===== src/rtl/color_dominance_classifier.sv =====
// Dominant-colour classifier: scans one frame from the frame buffer, sums the
// normalised R/G/B intensities and reports which channel dominates by MARGIN.
module color_dominance_classifier #(
  parameter int AW     = 15,
  parameter int NPIX   = 25344,
  parameter int RW     = 3,
  parameter int GW     = 3,
  parameter int BW     = 2,
  parameter int DW     = RW + GW + BW,
  parameter int RD_LAT = 1,
  parameter int SW     = 24,
  parameter int MARGIN = 0
) (
  input  logic          P,
  input  logic          rst,
  input  logic          read,
  input  logic [DW-1:0] data,
  output logic [AW-1:0] addr,
  output logic          busy,
  output logic          done,
  output logic          RED_out,
  output logic          GREEN_out,
  output logic          BLUE_out
);

  typedef enum logic [1:0] {
    S_IDLE   = 2'd0,
    S_READ   = 2'd1,
    S_DRAIN  = 2'd2,
    S_DECIDE = 2'd3
  } state_t;

  localparam int            DCW       = (RD_LAT > 1) ? $clog2(RD_LAT) : 1;
  localparam logic [AW-1:0] LAST_ADDR = AW'(NPIX - 1);
  localparam logic [DCW-1:0] LAST_DRAIN = DCW'(RD_LAT - 1);
  localparam logic [SW:0]   MARGIN_W  = (SW + 1)'(MARGIN);

  state_t          r_state;
  state_t          w_state_next;
  logic [AW-1:0]   r_addr;
  logic [DCW-1:0]  r_drain_cnt;
  logic [RD_LAT-1:0] r_vld;
  logic [SW-1:0]   r_sum_r;
  logic [SW-1:0]   r_sum_g;
  logic [SW-1:0]   r_sum_b;
  logic            r_done;
  logic            r_red;
  logic            r_green;
  logic            r_blue;

  logic            w_abort;
  logic            w_issue;
  logic            w_start;
  logic [7:0]      w_r8;
  logic [7:0]      w_g8;
  logic [7:0]      w_b8;
  logic [SW:0]     w_sr;
  logic [SW:0]     w_sg;
  logic [SW:0]     w_sb;
  logic            w_r_win;
  logic            w_g_win;
  logic            w_b_win;

  // Dropping read while a frame is being fetched abandons it without a result.
  assign w_abort = ((r_state == S_READ) || (r_state == S_DRAIN)) && !read;
  // A pixel request is genuinely issued only on a READ cycle that continues.
  assign w_issue = (r_state == S_READ) && read;
  assign w_start = (r_state == S_IDLE) && read;

  // Left-align each colour field to 8 bits so channels of different width
  // are compared on the same intensity scale.
  assign w_r8 = 8'(data[DW-1 -: RW]) << (8 - RW);
  assign w_g8 = 8'(data[BW+GW-1 -: GW]) << (8 - GW);
  assign w_b8 = 8'(data[BW-1:0]) << (8 - BW);

  // One extra bit so adding the margin can never wrap.
  assign w_sr    = {1'b0, r_sum_r};
  assign w_sg    = {1'b0, r_sum_g};
  assign w_sb    = {1'b0, r_sum_b};
  assign w_r_win = (w_sr > w_sg + MARGIN_W) && (w_sr > w_sb + MARGIN_W);
  assign w_g_win = (w_sg > w_sr + MARGIN_W) && (w_sg > w_sb + MARGIN_W);
  assign w_b_win = (w_sb > w_sr + MARGIN_W) && (w_sb > w_sg + MARGIN_W);

  // State register.
  always_ff @(posedge P or negedge rst) begin
    if (!rst) r_state <= S_IDLE;
    else      r_state <= w_state_next;
  end

  // Next-state logic: IDLE -> READ (NPIX cycles) -> DRAIN (RD_LAT) -> DECIDE.
  always_comb begin
    w_state_next = r_state;
    case (r_state)
      S_IDLE:   if (read) w_state_next = S_READ;
      S_READ:   if (!read) w_state_next = S_IDLE;
                else if (r_addr == LAST_ADDR) w_state_next = S_DRAIN;
      S_DRAIN:  if (!read) w_state_next = S_IDLE;
                else if (r_drain_cnt == LAST_DRAIN) w_state_next = S_DECIDE;
      S_DECIDE: w_state_next = S_IDLE;
      default:  w_state_next = S_IDLE;
    endcase
  end

  // Address walks 0..NPIX-1 during READ, holds at the last pixel, and is
  // parked at 0 whenever the controller heads back to IDLE.
  always_ff @(posedge P or negedge rst) begin
    if (!rst) begin
      r_addr <= '0;
    end else begin
      case (r_state)
        S_IDLE:   r_addr <= '0;
        S_READ:   if (!read) r_addr <= '0;
                  else if (r_addr != LAST_ADDR) r_addr <= r_addr + 1'b1;
        S_DRAIN:  if (!read) r_addr <= '0;
        S_DECIDE: r_addr <= '0;
        default:  r_addr <= '0;
      endcase
    end
  end

  // Counts DRAIN cycles so the last in-flight pixel lands before DECIDE.
  always_ff @(posedge P or negedge rst) begin
    if (!rst)                    r_drain_cnt <= '0;
    else if (r_state == S_DRAIN) r_drain_cnt <= r_drain_cnt + 1'b1;
    else                         r_drain_cnt <= '0;
  end

  // Read-valid pipeline: a bit enters when an address is issued and reaches
  // the top exactly when the matching pixel is on the data bus.
  generate
    for (genvar gi = 0; gi < RD_LAT; gi++) begin : g_vld
      if (gi == 0) begin : g_head
        // First stage tracks issued addresses.
        always_ff @(posedge P or negedge rst) begin
          if (!rst)         r_vld[0] <= 1'b0;
          else if (w_abort) r_vld[0] <= 1'b0;
          else              r_vld[0] <= w_issue;
        end
      end else begin : g_tail
        // Later stages delay the valid flag by one clock each.
        always_ff @(posedge P or negedge rst) begin
          if (!rst)         r_vld[gi] <= 1'b0;
          else if (w_abort) r_vld[gi] <= 1'b0;
          else              r_vld[gi] <= r_vld[gi-1];
        end
      end
    end
  endgenerate

  // Channel accumulators: cleared at frame start, summed on each valid pixel.
  always_ff @(posedge P or negedge rst) begin
    if (!rst) begin
      r_sum_r <= '0;
      r_sum_g <= '0;
      r_sum_b <= '0;
    end else if (w_start) begin
      r_sum_r <= '0;
      r_sum_g <= '0;
      r_sum_b <= '0;
    end else if (r_vld[RD_LAT-1]) begin
      r_sum_r <= r_sum_r + SW'(w_r8);
      r_sum_g <= r_sum_g + SW'(w_g8);
      r_sum_b <= r_sum_b + SW'(w_b8);
    end
  end

  // Result registers: updated only in DECIDE, together with the done pulse.
  always_ff @(posedge P or negedge rst) begin
    if (!rst) begin
      r_done  <= 1'b0;
      r_red   <= 1'b0;
      r_green <= 1'b0;
      r_blue  <= 1'b0;
    end else begin
      r_done <= 1'b0;
      if (r_state == S_DECIDE) begin
        r_done  <= 1'b1;
        r_red   <= w_r_win;
        r_green <= w_g_win;
        r_blue  <= w_b_win;
      end
    end
  end

  assign addr      = r_addr;
  assign busy      = (r_state != S_IDLE);
  assign done      = r_done;
  assign RED_out   = r_red;
  assign GREEN_out = r_green;
  assign BLUE_out  = r_blue;

endmodule

===== config.mk =====
export PLATFORM = sky130hd
export DESIGN_NAME = color_dominance_classifier
export DESIGN_NICKNAME = d
export VERILOG_FILES = /design/src/rtl/color_dominance_classifier.sv
export SDC_FILE = /design/constraint.sdc
export NUM_CORES = 1
export LEC_CHECK = 0
export CORE_ASPECT_RATIO = 0.5
export CORE_MARGIN = 2
export CORE_UTILIZATION = 25
export CTS_CLUSTER_DIAMETER = 50
export DETAILED_ROUTE_END_ITERATION = 10
export PLACE_DENSITY = 0.38
export RECOVER_POWER = 50
export SETUP_SLACK_MARGIN = 0.1
export SLEW_MARGIN = 20
export SYNTH_ARGS = -nofsm -noshare
export SYNTH_HDL_FRONTEND = slang
export SYNTH_SLANG_ARGS = --single-unit

===== constraint.sdc =====
create_clock -name P -period 2.8 [get_ports P]
set_clock_uncertainty 0.1 [all_clocks]
set_input_delay 0.28 -clock P [delete_from_list [all_inputs] [get_ports P]]
set_output_delay 0.28 -clock P [all_outputs]
set_load 0.01 [all_outputs]

==> results of run 1 <==
sequential cells by signal, summed over array words and instances, names as in the netlist:
name and cells:
r_sum_g 19, RED_out 1, r_drain_cnt 1, r_state 2, done 1, r_vld 1, GREEN_out 1, addr 15
r_sum_r 19, r_sum_b 18, BLUE_out 1
cells in the mapped netlist, drive strengths merged (4+ instances only):
library cell,count
xor2,10
inv,50
o21ai,33
a31oi,4
nand4,20
and3,7
or3,10
buf,4
mux2i,6
nand2,47
nor3,12
ha,64
clkbuf,8
a211oi,4
nor2,75
a21oi,39
nor2b,8
nor4,5
xnor2,36
a21o,4
nand3,28
dfrtp,79
how the worst min path moves through the flow:
stage	startpoint	to	slack [ns]
3_3_place_gp	rst	addr[1]$_DFFE_PN0P_	0.26
3_5_place_dp	rst	addr[1]$_DFFE_PN0P_	0.25
4_1_cts	r_drain_cnt$_DFF_PN0_	r_drain_cnt$_DFF_PN0_	0.34
5_1_grt	r_drain_cnt$_DFF_PN0_	r_drain_cnt$_DFF_PN0_	0.37
2_1_floorplan	rst	BLUE_out$_DFFE_PN0P_	-0.12
6_report	r_drain_cnt$_DFF_PN0_	r_drain_cnt$_DFF_PN0_	0.34
report_power, final:
group          switching (W)  leakage (nW)  total [W]  internal (W)
Clock               0.000491         0.160    0.00136      0.000867
Combinational       0.000359          1.55   0.000614      0.000255
Sequential         0.0000526          1.09    0.00124       0.00118
metal layers:
metal | up-vias | global-route usage, % | wire [um]
met5 | - | 0 | 0
met4 | 0 | 2.296 | 96
met3 | 9 | 3.046 | 285
met2 | 33 | 21.71 | 6236
met1 | 2028 | 19.49 | 7689
li1 | 2146 | - | -
cell type report:
type,instances,area share [%]
Multi-Input combinational cell,450,48.31
Sequential cell,79,31.26
Timing Repair Buffer,49,6.884
Tap cell,273,5.401
Clock buffer,11,3.680
Inverter,50,2.967
Clock inverter,4,1.503
stage by stage:
stage	total power [W]	worst slack (ns)	hold WS, ns	cell area, um^2
after floorplan	0.001629	0.6022	-0.1156	5261
after global placement	0.001879	0.07426	0.2557	6002
after detailed placement	0.001886	0.06829	0.2543	6002
after CTS	0.003267	0.3153	0.3433	6340
after global routing	0.003395	0.1317	0.3738	6325
final	0.003208	0.3615	0.3378	6325
what timing repair did:
| item | in CTS | in global routing |
|---|---|---|
| endpoints found under the hold margin | 79 | 0 |
| setup endpoints to repair | 0 | 1 |
| resized for setup | 0 | 1 |
| hold buffers | 1 | 0 |
logic make-up after synthesis:
family,count (synthesis),share of synthesized area (%)
mux,9,1.784
compound gates,103,11.37
flops,79,37.57
xor+xnor,46,7.657
fa+ha+maj,67,16.36
buf+inv,62,4.447
simple gates,225,20.81
worst max-delay path, delay by kind of cell, from the launching register on:
family          cells  cell delay, ns
buf+inv             2            0.30
fa+ha+maj           2            0.61
simple gates        2            0.49
flops               1            0.43
compound gates      2            0.43
placed cells by master (no fill, tap or decap), types with 7 or more instances in the layout:
cell type / count
dfrtp_1: 79
nor2_1: 75
ha_1: 64
inv_1: 50
nand2_1: 47
a21oi_1: 39
xnor2_1: 36
o21ai_0: 33
nand3_1: 28
clkdlybuf4s50_1: 27
nand4_1: 20
buf_4: 14
nor3_1: 11
or3_1: 10
xor2_1: 10
clkbuf_16: 9
nor2b_1: 8
and3_1: 7
==> metrics.yaml, run 1 <==
reg2reg_slack_ns: 0.36
cts_tree: "yes"
synth.top_cell.area_share_pct: 37.57
grt_pass1_wl_um: 23600
grt_max_degree: 80
startpoint_type: "register"
power_density_mw_per_mm2: 507.2
crit_path_top_delay_cell: "dfrtp_1"
detail_route.iter0.violations: 128
r2r-end: "r_sum_g[13]$_DFFE_PN0N_"
syn-mean-instance-area_um2: 8.902
grt_use_total_pct: 13.74
ir_drop_uv: 286.1
diodes: 0
die_w_um: 209.2
synth_area_mm2: 0.005261
period_needed_ns: 2.438
p_leak_nw: 2.805
ys.flop_type: "dfrtp_1"
drc: 0
synth-edff-count: 0
clkLatencyLatePin_ns: 0.34
synthArstFlopShare_pct: 100.0
finalHoldViolCount: 0
ff2ff_path_depth: 8
seq_area_mm2: 0.001977
clkSinkCount: 79
core_mm2: 0.02060
place_inst: 900
postRouteWirelength_um: 14310
fin_util_pct: 30.70
placementRows: 37
cts-root-buf: "clkbuf_16"
cts_max_level: 3
synthToLayoutAreaGrowth_pct: 20.21
grt_pass1_vias: 4342
gp_congestion: 0.7522
viasPerCell: 4.603
rsz0062_at_grt: "no"
clockBufferDepth: 2
ys_types: 46
placement.io_buffers: 30
post_cts_buffers: 0
status: "finished, final reports clean"
drive_above_1_share_pct: 6.221
antenna_left: 0
tns_ns: 0
finalNonFillerCells: 916
worst_slew_pin_slew_ns: 1.179
top_level_ports: 31
dp.final_hpwl_um: 10870
path_class: "register to register"
synthTopCellsByArea: "dfrtp_1 38%, ha_1 15%, xnor2_1 6.0%"
crit_chain: "ha_1 -> inv_1 -> fa_1 -> nor2b_1 -> o221ai_1 -> buf_4 -> or3_1 -> a21oi_1"
antenna_found_initial: 0
cp.required_ns: 2.97
multi_input_area_mm2: 0.003055
wl_per_cell_um: 15.62
drv_slew: 0
synth_warnings: 0
overflow: 0
slowest_delay_ns: 0.43
numCtsBuffers: 9
syn-instance-count: 591
ys_seq_elements: 79
nNetsFinal: 717
design.die.area_mm2: 0.02229
fillers: 2179
die_h_um: 106.6
fmax_mhz: 410.1
hold_class: "register to register"
min_path_cells: 1
cp-startpoint: "r_sum_g[5]$_DFFE_PN0N_"
max_cap_violations: 0
critPathMaxFanout: 5
yosys.area.top_type: "dfrtp_1"
yosysSeqAreaShare_pct: 37.57
slew_headroom_pct: 21.38
crit_arrival_ns: 2.61
r2r_start: "r_sum_g[5]$_DFFE_PN0N_"
initial_utilization_pct: 25.54
vias: 4216
syn_nets: 669
path_clk_slew_ns: 0.06
end_kind: "register"
critPathCapture: "r_sum_g[13]$_DFFE_PN0N_"
drtPass1Iterations: 4
setup_viol: 0
period_share_pct: 87.09
(Power assumes the default switching activity.)
==> run 2: changes to the inputs <==
CAP_MARGIN = 5   (was default)
GPL_TIMING_DRIVEN = 1   (was default)
==> results of run 2 <==
Final layout, timing and power as in run 1 (identical DEF).
==> run 3: changes to the inputs <==
ABC_AREA = 1   (was default)
CTS_CLUSTER_DIAMETER = 80   (was 50)
==> run 3 against run 2 <==
  * Register-to-register slack gained 0.19 ns
  * Count of clock-buffer cells in the layout grew 1
  * Cell area grew 8.3%
  * Sequential cell count is the same
  * Maximum frequency grew 8.7%
==> metrics.yaml, run 3 <==
status: "finished, final reports clean"
finalHoldViolCount: 0
synth.top_cell.area_share_pct: 33.33
ys.flop_type: "dfrtp_1"
finalInstanceArea_mm2: 0.006849
slew_headroom_pct: 17.68
yosys.area_share.simple_pct: 31.69
end_kind: "register"
overflow: 0
synth_warnings: 0
yosysSeqAreaShare_pct: 33.33
fin_ws_ns: 0.5557
synthAdderAreaFrac_pct: 14.51
hold_class: "register to register"
power_density_mw_per_mm2: 571.9
die_w_um: 221.8
drc: 0
placement.io_buffers: 30
period_needed_ns: 2.244
synthMuxAreaShare_pct: 0
use_met1_pct: 21.14
critPathMaxFanout: 48
numCtsBuffers: 9
fmax_mhz: 445.6
cp.required_ns: 2.97
ir_drop_uv: 269.9
grt_use_total_pct: 15.49
yosys.area.top_type: "dfrtp_1"
tns_ns: 0
postRouteWirelength_um: 18120
placedInstanceArea_mm2: 0.006610
synth_area_mm2: 0.005931
grt_pass1_vias: 5196
sequentialPowerShare_pct: 35.4
clockBufferDepth: 2
p_int_w: 0.002349
synth-edff-count: 0
synth_compound_area_share_pct: 10.82
ys_seq_elements: 79
diodes: 0
drv_slew: 0
viasPerCell: 4.564
final_common_cell: "nand2_1"
power_frac_clock_pct: 28.1
grt_max_degree: 49
place_inst: 1161
largestRegisters: "r_sum_g: 19 flops, r_sum_r: 19 flops, r_sum_b: 18 flops"
grt_pass1_wl_um: 29690
clkSinkCount: 79
path_clk_slew_ns: 0.06
grt.busiest_layer: "met2"
synth_commonest_cells: "214 x nand2_1, 121 x inv_1, 87 x nor2_1, 79 x dfrtp_1, 64 x ha_1"
swShare_pct: 40.03
finalNonFillerCells: 1176
drive_above_1_share_pct: 4.718
gp_congestion: 0.8409
setup_viol: 0
synthArstFlopShare_pct: 100.0
path_class: "register to register"
period_share_pct: 80.15
nNetsFinal: 944
placementRows: 39
combPwrFrac_pct: 36.5
use_met2_pct: 24.91
rsz0062_at_grt: "no"
detail_route.iter0.violations: 332
startpoint_type: "register"
synth_top_family_by_area: "simple AND/OR/NAND/NOR gates"
drtPass1Iterations: 5
top_level_ports: 31
dp.final_hpwl_um: 13720
vias: 5367
syn-instance-count: 828
worst_slew_pin_slew_ns: 1.235
p_sw_w: 0.001568
initial_utilization_pct: 25.75
grtUsageMet3_pct: 3.454
crit_arrival_ns: 2.41
cts_tree: "yes"
synthTopCellsByArea: "dfrtp_1 33%, nand2_1 14%, ha_1 14%"
syn_nets: 906
die_h_um: 112.9
antenna_left: 0
core_mm2: 0.02303
synth_xor_xnor_area_share_pct: 0.5907
design.die.area_mm2: 0.02505
cts-root-buf: "clkbuf_16"
yosysMostFrequentCell: "nand2_1"
antenna_found_initial: 0
final_cell_mix: "214 x nand2_1, 122 x inv_1, 88 x nor2_1"
wl_per_cell_um: 15.41
pre_cts_ws_ns: 0.2936
cts_max_level: 3
p_leak_nw: 3.295
clkLatencyLatePin_ns: 0.35
ys_types: 41
max_cap_violations: 0
synthToLayoutAreaGrowth_pct: 15.49
syn-mean-instance-area_um2: 7.163
run 3: area by class of cell:
| class | instances | area [um^2] |
|---|---|---|
| sequential | 79 | 1977 |
| timing repair buffer | 36 | 352.8 |
| clock buffer | 12 | 236.5 |
| clock inverter | 2 | 10.01 |
| fill | 2553 | 16180 |
| multi-input combinational | 613 | 3405 |
| inverter | 127 | 484.2 |
| tap | 307 | 384.1 |
run 3: metal layers:
metal | share of wire (%) | vias to the layer above
met4 | 1.4 | 0
li1 | - | 2780
met2 | 44 | 73
met3 | 3.6 | 14
met5 | 0 | -
met1 | 51 | 2500
run 3: power groups by stage:
| stage | clock network (W) | logic [W] | registers (W) |
|---|---|---|---|
| after floorplan | 0 | 0.000986 | 0.00138 |
| after global placement | 0 | 0.00145 | 0.00141 |
| after global routing | 0.00119 | 0.00167 | 0.00141 |
| final | 0.00110 | 0.00143 | 0.00139 |
| after detailed placement | 0 | 0.00146 | 0.00141 |
| after CTS | 0.00114 | 0.00147 | 0.00139 |
run 3: cell families after synthesis:
| kind of cell | count (synthesis) |
|---|---|
| XOR/XNOR | 4 |
| adder cells (fa/ha/maj) | 67 |
| buffers and inverters | 136 |
| AO/OA/AOI/OAI | 121 |
| AND/OR/NAND/NOR | 421 |
| flip-flops | 79 |
run 3: critical path, stage by stage (launching register included):
cell	delay, ns
dfrtp_1	0.40
inv_1	0.12
nand3_4	0.11
clkbuf_2	0.90
o21ai_0	0.32
a21oi_1	0.21
run 3: final timing paths:
check                           depth (start not counted)              startpoint  slack [ns]                 endpoint
worst max-delay path                                    5  r_state[0]$_DFFE_PN0P_        0.56  r_sum_r[10]$_DFFE_PN0N_
worst min register to register                          1   r_drain_cnt$_DFF_PN0_        0.34    r_drain_cnt$_DFF_PN0_
worst min-delay path                                    1   r_drain_cnt$_DFF_PN0_        0.34    r_drain_cnt$_DFF_PN0_
worst max register to register                          5  r_state[0]$_DFFE_PN0P_        0.56  r_sum_r[10]$_DFFE_PN0N_
max in group asynchronous                               3                     rst        1.14  r_sum_b[21]$_DFFE_PN0N_
min in group asynchronous                               2                     rst        0.63      addr[5]$_DFFE_PN0P_
run 3: timing repair:
action | 4_1_cts | 5_1_grt
setup buffers | 0 | 0
hold buffers | 1 | 0
resized for setup | 0 | 0
hold endpoints to repair | 42 | 0
run 3: per-stage QoR:
stage          total power [W]  utilization [%]  hold WS (ns)
2_1_floorplan         0.002366                -       -0.1156
3_3_place_gp          0.002858            28.70        0.2500
3_5_place_dp          0.002866            28.70        0.2585
4_1_cts               0.004004            29.81        0.3368
5_1_grt               0.004268            29.74        0.3654
6_report              0.003917            29.74        0.3351
